**src/rtl/muldiv_seq_pkg.sv**
```systemverilog
`default_nettype none
// ============================================================================
// Module  : muldiv_seq_pkg
// Brief   : State and opcode encodings shared by the sequential mul/div unit.
// Revision: 1.0 - initial release
// ============================================================================
package muldiv_seq_pkg;

   // Controller states
   typedef enum logic [1:0] {
      IDLE = 2'd0,
      RUN  = 2'd1,
      DONE = 2'd2
   } state_t;

   // Operation select captured with start
   localparam logic OP_MULTU = 1'b0;
   localparam logic OP_DIVU  = 1'b1;

endpackage : muldiv_seq_pkg
`default_nettype wire

```
**src/rtl/f_add_Nbit.sv**
```systemverilog
`default_nettype none
// ============================================================================
// Module  : f_add_Nbit
// Brief   : DW-bit ripple-carry adder with carry in and carry out.
// Revision: 1.0 - initial release
// ============================================================================
module f_add_Nbit #(
   parameter int DW = 32
) (
   input  logic [DW-1:0] a_i,
   input  logic [DW-1:0] b_i,
   input  logic          cin_i,
   output logic [DW-1:0] sum_o,
   output logic          cout_o
);

   logic [DW:0] w_carry;

   assign w_carry[0] = cin_i;

   // One full adder per bit, carry rippling from LSB to MSB
   for (genvar i = 0; i < DW; i++) begin : g_bit
      assign sum_o[i]     = a_i[i] ^ b_i[i] ^ w_carry[i];
      assign w_carry[i+1] = (a_i[i] & b_i[i]) | (w_carry[i] & (a_i[i] ^ b_i[i]));
   end

   assign cout_o = w_carry[DW];

endmodule : f_add_Nbit
`default_nettype wire

```
**src/rtl/muldiv_seq.sv**
```systemverilog
`default_nettype none
// ============================================================================
// Module  : muldiv_seq
// Brief   : Multi-cycle unsigned multiply (shift-add) / divide (restoring)
//           sharing a single ripple adder, one iteration per clock.
// Revision: 1.0 - initial release
// ============================================================================
module muldiv_seq
   import muldiv_seq_pkg::*;
#(
   parameter int DW = 32
) (
   input  logic          clk,
   input  logic          rst,
   input  logic          start,
   input  logic          op,
   input  logic [DW-1:0] a,
   input  logic [DW-1:0] b,
   output logic          busy,
   output logic          done,
   output logic [DW-1:0] hi,
   output logic [DW-1:0] lo
);

   localparam int            CW         = $clog2(DW);
   localparam logic [CW-1:0] C_CNT_LAST = CW'(DW - 1);

   state_t        state_q;
   logic          busy_q;
   logic          done_q;
   logic          op_q;
   logic [CW-1:0] cnt_q;
   logic [DW-1:0] m_q;
   logic [DW-1:0] hi_q;
   logic [DW-1:0] lo_q;
   logic [DW-1:0] hi_d;
   logic [DW-1:0] lo_d;

   logic [DW-1:0] w_rem_shift;
   logic [DW-1:0] w_add_a;
   logic [DW-1:0] w_add_b;
   logic          w_add_cin;
   logic [DW-1:0] w_add_sum;
   logic          w_add_cout;

   // Adder operand muxes: divide subtracts M from the shifted remainder,
   // multiply conditionally adds M into the upper half
   always_comb begin
      w_rem_shift = {hi_q[DW-2:0], lo_q[DW-1]};
      if (op_q == OP_DIVU) begin
         w_add_a   = w_rem_shift;
         w_add_b   = ~m_q;
         w_add_cin = 1'b1;
      end else begin
         w_add_a   = hi_q;
         w_add_b   = lo_q[0] ? m_q : '0;
         w_add_cin = 1'b0;
      end
   end

   f_add_Nbit #(.DW(DW)) u_add (
      .a_i    (w_add_a),
      .b_i    (w_add_b),
      .cin_i  (w_add_cin),
      .sum_o  (w_add_sum),
      .cout_o (w_add_cout)
   );

   // Next hi/lo for one iteration; the dropped MSB of the remainder (hi[DW-1])
   // forces the subtract to be kept, since the true remainder exceeds M
   always_comb begin
      if (op_q == OP_DIVU) begin
         if (w_add_cout | hi_q[DW-1]) begin
            hi_d = w_add_sum;
            lo_d = {lo_q[DW-2:0], 1'b1};
         end else begin
            hi_d = w_rem_shift;
            lo_d = {lo_q[DW-2:0], 1'b0};
         end
      end else begin
         hi_d = {w_add_cout, w_add_sum[DW-1:1]};
         lo_d = {w_add_sum[0], lo_q[DW-1:1]};
      end
   end

   // Controller, iteration counter and result shift registers
   always_ff @(posedge clk) begin
      if (rst) begin
         state_q <= IDLE;
         busy_q  <= 1'b0;
         done_q  <= 1'b0;
         op_q    <= OP_MULTU;
         cnt_q   <= '0;
         m_q     <= '0;
         hi_q    <= '0;
         lo_q    <= '0;
      end else begin
         case (state_q)
            IDLE: begin
               if (start) begin
                  state_q <= RUN;
                  busy_q  <= 1'b1;
                  op_q    <= op;
                  m_q     <= (op == OP_DIVU) ? b : a;
                  hi_q    <= '0;
                  lo_q    <= (op == OP_DIVU) ? a : b;
                  cnt_q   <= '0;
               end
            end
            RUN: begin
               hi_q  <= hi_d;
               lo_q  <= lo_d;
               cnt_q <= cnt_q + CW'(1);
               if (cnt_q == C_CNT_LAST) begin
                  state_q <= DONE;
                  done_q  <= 1'b1;
               end
            end
            DONE: begin
               state_q <= IDLE;
               busy_q  <= 1'b0;
               done_q  <= 1'b0;
            end
            default: begin
               state_q <= IDLE;
               busy_q  <= 1'b0;
               done_q  <= 1'b0;
            end
         endcase
      end
   end

   assign busy = busy_q;
   assign done = done_q;
   assign hi   = hi_q;
   assign lo   = lo_q;

endmodule : muldiv_seq
`default_nettype wire

```
**config.mk**
```make
export PLATFORM = sky130hd
export DESIGN_NAME = muldiv_seq
export DESIGN_NICKNAME = d
export VERILOG_FILES = /design/src/rtl/muldiv_seq_pkg.sv /design/src/rtl/f_add_Nbit.sv /design/src/rtl/muldiv_seq.sv
export SDC_FILE = /design/constraint.sdc
export NUM_CORES = 1
export LEC_CHECK = 0
export ABC_AREA = 1
export BUFFER_PORTS_ARGS = -buffer_cell sky130_fd_sc_hd__buf_4
export CAP_MARGIN = 20
export CORE_AREA = 2 2 120 122
export DETAILED_ROUTE_END_ITERATION = 8
export DIE_AREA = 0 0 122 124
export PLACE_DENSITY = 0.78
export SYNTH_ARGS = -nofsm -noshare
export SYNTH_HDL_FRONTEND = slang
export SYNTH_SLANG_ARGS = --single-unit
```
**constraint.sdc**
```tcl
create_clock -name clk -period 20.2 [get_ports clk]
set_input_delay 6.06 -clock clk [delete_from_list [all_inputs] [get_ports clk]]
set_output_delay 6.06 -clock clk [all_outputs]
set_load 0.03 [all_outputs]
```
# Word level (Yosys, flattened, before mapping)
# Index checks and enable logic that the tools add are counted.
# word_totals
reg_bits,106
latchBits,0
ram_bits,0
rom_bits,0
mem_count,0
# classes
addsub,1
n_mul,0
div_mod_pow,0
magnitude_cmp,0
n_eq_ne,4
n_shift,0
n_mux,23
bitwise_logic,164
reduce_logical,7
# op_table
op,n
$mux 32,10
$pmux 32 s2,2
$and 1x1->1,64
$xor 1x1->1,64
$or 1x1->1,33
$not 32->32,1
$pmux 5 s2,1
$reduce_and 2->1,5
$add 5x1->5 const B,1
$eq 5x5->1 const B,1
$mux 5,1
$mux 1,4
$mux 2,2
$ne 2x2->1 const B,2
$pmux 1 s2,2
$pmux 2 s2,1
$eq 2x1->1 const B,1
$logic_not 2->1,1
$not 1->1,2
$reduce_bool 2->1,1

# Logic depth before layout (Yosys ltp)
# logic_depth
ltp_word,71
depth_mapped,44
ltp_nobuf,41

# Hierarchy
# From an unflattened synthesis, not the netlist that was laid out.
# hier_totals
hier_cells,1226
area_unflattened_um2,7425.9
# modules_own_cells
mod,n_inst,cells_each,area_per_inst_um2
muldiv_seq,1,1184,6747.7
f_add_Nbit,1,42,678.2

# Worst setup path after synthesis
# Ideal clock, no wire load.
# synth_path
path_type,register to register
startpoint,register lo_q[0] (netlist: lo[0])
endpoint,register lo_q[0] (netlist: lo[0])
setup_time_ps,109
arrival_time_ps,16163
required_time_ps,20091
slack_ps,3928
stages_incl_launch_ff,44
n_path_buf,3
cell_sequence,dfxtp_1 clkbuf_1 clkbuf_1 nand3_1 o21ai_0 fa_1 fa_1 fa_1 fa_1 fa_1 fa_1 fa_1 fa_1 fa_1 fa_1 fa_1 fa_1 fa_1 [... 8 more ...] fa_1 fa_1 fa_1 fa_1 fa_1 fa_1 fa_1 fa_1 fa_1 fa_1 fa_1 nor2_1 buf_2 nand2_1 nand3_1 nand3_1 nand2_1 inv_1
# synth_via
elab_chain_cells,71
word_cells_on_any_way,134
cone_classes,mux (5); bitwise (129)
# synth_rtl
element,line,rtl
start: declaration,muldiv_seq.sv:35,logic [DW-1:0] lo_q;
start signal: assignment,muldiv_seq.sv:106,lo_q <= (op == OP_DIVU) ? a : b;
start signal: assignment,muldiv_seq.sv:112,lo_q <= lo_d;
$mux 32 *,muldiv_seq.sv:56,w_add_b = lo_q[0] ? m_q : '0;
$mux 32 *,muldiv_seq.sv:50,if (op_q == OP_DIVU) begin
$xor 1x1->1,f_add_Nbit.sv:24,assign w_carry[i+1] = (a_i[i] & b_i[i]) | (w_carry[i] & (a_i[i] ^ b_i[i]));
$and 1x1->1,f_add_Nbit.sv:24,
$or 1x1->1,f_add_Nbit.sv:24,
$and 1x1->1,f_add_Nbit.sv:24,
$or 1x1->1,f_add_Nbit.sv:24,
$and 1x1->1,f_add_Nbit.sv:24,
[... 55 more ...],n/a,
$and 1x1->1,f_add_Nbit.sv:24,
$or 1x1->1,f_add_Nbit.sv:24,
$and 1x1->1,f_add_Nbit.sv:24,
$or 1x1->1 *,f_add_Nbit.sv:24,
$or 1x1->1 *,muldiv_seq.sv:73,if (w_add_cout | hi_q[DW-1]) begin
$mux 1 *,muldiv_seq.sv:73,
$mux 32 *,muldiv_seq.sv:72,if (op_q == OP_DIVU) begin
$pmux 32 s2 *,muldiv_seq.sv:98,case (state_q)
# Mark *: on every way between the ends. The rest lies on a longest branch, timed or not.
# A chain may end at the register's enable or synchronous reset.

# Worst setup path in the final report
# layout_path
startpoint,register op_q
endpoint,register hi_q[29] (netlist: hi[29])
# layout_via
elab_chain_cells,70
word_cells_on_any_way,137
cone_classes,mux (6); bitwise (131)
# layout_rtl
element,line,rtl
start: declaration,muldiv_seq.sv:31,logic op_q;
start signal: assignment,muldiv_seq.sv:103,op_q <= op;
$mux 32,muldiv_seq.sv:50,
$xor 1x1->1,f_add_Nbit.sv:24,
$and 1x1->1,f_add_Nbit.sv:24,
$or 1x1->1,f_add_Nbit.sv:24,
$and 1x1->1,f_add_Nbit.sv:24,
$or 1x1->1,f_add_Nbit.sv:24,
$and 1x1->1,f_add_Nbit.sv:24,
$or 1x1->1,f_add_Nbit.sv:24,
[... 54 more ...],n/a,
$and 1x1->1,f_add_Nbit.sv:24,
$or 1x1->1,f_add_Nbit.sv:24,
$and 1x1->1,f_add_Nbit.sv:24,
$or 1x1->1,f_add_Nbit.sv:24,
$or 1x1->1,muldiv_seq.sv:73,
$mux 32,muldiv_seq.sv:73,
$mux 32 *,muldiv_seq.sv:72,
$pmux 32 s2 *,muldiv_seq.sv:98,
end signal: assignment,muldiv_seq.sv:111,hi_q <= hi_d;
end: declaration,muldiv_seq.sv:34,logic [DW-1:0] hi_q;
# Marks and branches as above.

==> key figures <==
Status
  • Outcome: finished, final reports clean

GRT
  • Number of global-route vias before repair: 6508
  • Wire length of the first global-routing pass: about 31000 um
  • Antenna violations before repair: 0
  • Maximum number of pins on one net before global-route repair: 130
  • Total GRT Usage: 0.252
  • Gr ovfl total: 0

Synth
  • Post-Synth Simple-Gate Area: 0.343
  • Count of state elements after synthesis: approximately 110
  • Dominant combinational cell family by area after synthesis: simple AND/OR/NAND/NOR gates
  • Cell taking the most area after synthesis: dfxtp_1
  • Avg Inst Size Synth: just over 6 um^2
  • Adder-cell share of the synthesized area: 0.0909
  • Multiplexer fraction of the synthesized cell area: 0
  • Gate count of the mapped netlist: 1225
  • Synthesized-area fraction occupied by ao, oa, aoi and oai cells: 0.166
  • Biggest area contributors in the synthesized netlist: dfxtp_1, nand2_1, fa_1
  • Share of the synthesized netlist area taken by xor and xnor gates: 0
  • Fraction of synthesized cell area taken by the top area cell type: 0.284
  • Cell area after synthesis: 7460 um^2
  • Number of different library cells in the post-synthesis netlist: 21
  • Sequential element share of the synthesized area: 0.284
  • Count of warnings emitted by yosys: 0
  • Net count of the mapped netlist: 1328

Route
  • Iter 0 DRT Violations: 622
  • First-pass iteration count of the detailed router: 5
  • Remaining antenna violation count after routing: 0
  • Total wire length: about 19000 um
  • Detailed-route wire length per cell: 12.6 um
  • Via Count: approximately 7600
  • Mean number of vias per cell: roughly 5.1
  • Count of unresolved DRC violations after routing: 0

Worst setup path
  • Path depth of the worst reg2reg path: 41
  • Slowest library cell on the worst path: dfxtp_4
  • CP endpoint kind: register
  • Worst path arrival time: between 15000 and 20000 ps
  • Buffers and inverters on the worst path: 3
  • Crit-path most repeated cell: fa_1
  • Critical path's largest stage delay: 590 ps
  • Cell class contributing the biggest share of worst-path delay: adder cells
  • Largest fanout of any net on the critical path: 85
  • Number of cells on the critical path: slightly above 40
  • Endpoint required time on the critical path: between 20000 and 25000 ps
  • Kind of critical path: reg2reg
  • Startpoint of the worst-slack reg-to-reg timing path: op_q$_SDFFE_PP0P_
  • Startpoint type of the worst setup path: register
  • R2r endpoint: hi[29]$_SDFFE_PP0P_
  • Worst setup path startpoint: op_q$_SDFFE_PP0P_
  • Reg2reg setup slack: 2180 ps
  • Last element of the critical path: hi[29]$_SDFFE_PP0P_

Die
  • Die Span Y: 124 um
  • Die W: 122 um
  • Core area: roughly 14000 um^2
  • Starting Density: 0.544
  • Overall die area: ~15000 um^2
  • I/O pin cnt: 134
  • Total number of placement rows: 43

Power and ir drop
  • Worst IR Drop VDD: around 0.000042 V
  • Internal power contribution: just under 400 uW
  • LEAKAGE: 0.00399 uW
  • Sequential share of power: 0.404
  • Switching Share: 0.342
  • P_sw: approximately 210 uW
  • Power Dens Cells: slightly below 70 nW/um^2
  • Proportion of power drawn by combinational gates: 0.284
  • Clock power frac: 0.312

Timing
  • Final hold violation count: 0
  • Peak clock frequency supported by timing: between 0.05 and 0.06 GHz
  • Clock period minus worst slack: roughly 18000 ps
  • Unrepaired setup endpoints after global routing: no
  • Rel. slew slack: 0.309
  • Number of pins with negative max-slew slack in the final report: 0
  • Final setup violating endpoints: 0
  • Fraction of the cycle the final worst path needs: 0.892
  • Max Clock Skew: between 7 and 8 ps
  • Worst Tran Pin Value: a little over 1000 ps
  • Fin Setup TNS: 0 ps

Layout
  • Non-Filler Instances: about 1500
  • Area added between synthesis and finish: 16.9%
  • Share of final-layout standard cells stronger than drive strength 1: 0.128
  • Number of nets at the end of the flow: roughly 1400
  • Fin area: between 8000 and 9000 um^2
  • Antenna diode count: 0

Clock tree
  • Library cell used as clock root buffer: clkbuf_16
  • Clock tree from TritonCTS: built
  • Number of instances resized during post-cts repair: 0
  • Worst skew pair latency: ~360 ps
  • Count of hold-fix buffers inserted at cts: 0
  • H-Tree Depth: 3
  • Clock edge transition at the registers on the reported setup and hold paths: roughly 70 ps
  • Max clock buf depth: 2
  • Number of buffers created by CTS: 9
  • Number of clock sinks seen by CTS: between 100 and 150
  • Post CTS Setup Buffer Count: 0

Placed design
  • DP Area: 8380 um^2
  • Final weighted congestion in routability-driven placement: 0.845
  • Number of port buffers: around 130
  • Total instance count after detailed placement: approximately 1500
  • Detailed Place HPWL: approximately 13000 um

Min path
  • Min-Delay Path Class: reg2reg
  • Start point of the worst min-delay path: busy$_SDFFE_PP0P_

Flow run
  • Max-capacitance violation count: 0
==> worst min-delay path by stage <==
| stage | end | slack [ps] | depth (start not counted) |
|---|---|---|---|
| finish | busy$_SDFFE_PP0P_ | 460 | 2 |
| global route | busy$_SDFFE_PP0P_ | 490 | 2 |
| CTS | busy$_SDFFE_PP0P_ | 460 | 2 |
| detailed placement | busy$_SDFFE_PP0P_ | 450 | 2 |
| global placement | done$_SDFFE_PP0P_ | 450 | 2 |
| floorplan | cnt_q[4]$_SDFFE_PP0P_ | 440 | 2 |
==> per-layer routing <==
metal | part of all wire | GRT usage
met1 | 0.49 | 0.374
met2 | 0.44 | 0.382
met3 | 0.065 | 0.0343
met4 | 0.012 | 0.0711
met5 | 0 | 0
==> sequential cells by signal, indices dropped and copies added, names as in the netlist <==
signal and count:
busy 1, m_q 32, state_q 2, done 1
op_q 1, hi 32, lo 32, cnt_q 5
==> cells in the mapped netlist, drive strengths merged <==
cell / count
nand2: 412
nor2: 131
inv: 120
dfxtp: 106
a21oi: 104
nand3: 100
o21ai: 93
buf: 53
clkbuf: 36
fa: 32
o211ai: 31
ha: 3
nor3: 1
o21a: 1
o22ai: 1
or2: 1
==> stage by stage <==
stage | util | setup slack [ps] | total power, uW | hold slack, ps
floorplan | - | 3930 | 367 | 443
global placement | 0.609 | 2210 | 413 | 446
detailed placement | 0.611 | 2010 | 417 | 448
CTS | 0.633 | 1930 | 604 | 459
global route | 0.635 | 1410 | 637 | 490
finish | 0.635 | 2180 | 602 | 456
==> cell usage in the layout, fill, tap and decap left out, types with 3 or more instances in the layout <==
master and instances:
nand2_1 412, buf_4 142, nor2_1 128, inv_1 118
dfxtp_1 105, a21oi_1 104, nand3_1 100, o21ai_0 92
fa_1 32, o211ai_1 31, clkbuf_16 9, ha_1 3
==> power by group through the flow <==
stage,combinational (uW),clock (uW),sequential [uW]
2_1_floorplan,106,0,260
3_3_place_gp,166,0,247
3_5_place_dp,170,0,247
4_1_cts,171,190,243
5_1_grt,193,198,245
6_report,171,188,243
==> layout make-up <==
cell class                      instances  area (um^2)
Tap cell                              180          225
Fill cell                            1354         5000
Timing Repair Buffer                  144         1120
Sequential cell                       106         2130
Inverter                              120          450
Clock inverter                          5         81.3
Multi-Input combinational cell        910         4480
Clock buffer                           10          229
==> worst min-delay path, cell delays in order, from the launching register on <==
cell and delay (ps):
dfxtp_1 310, inv_1 50, a21oi_1 50
==> logic make-up after synthesis <==
family | Yosys count
adder cells (fa/ha/maj) | 35
AND/OR/NAND/NOR | 645
flip-flops | 106
buffers and inverters | 209
AO/OA/AOI/OAI | 230
Power figures use the tool's default switching activity.
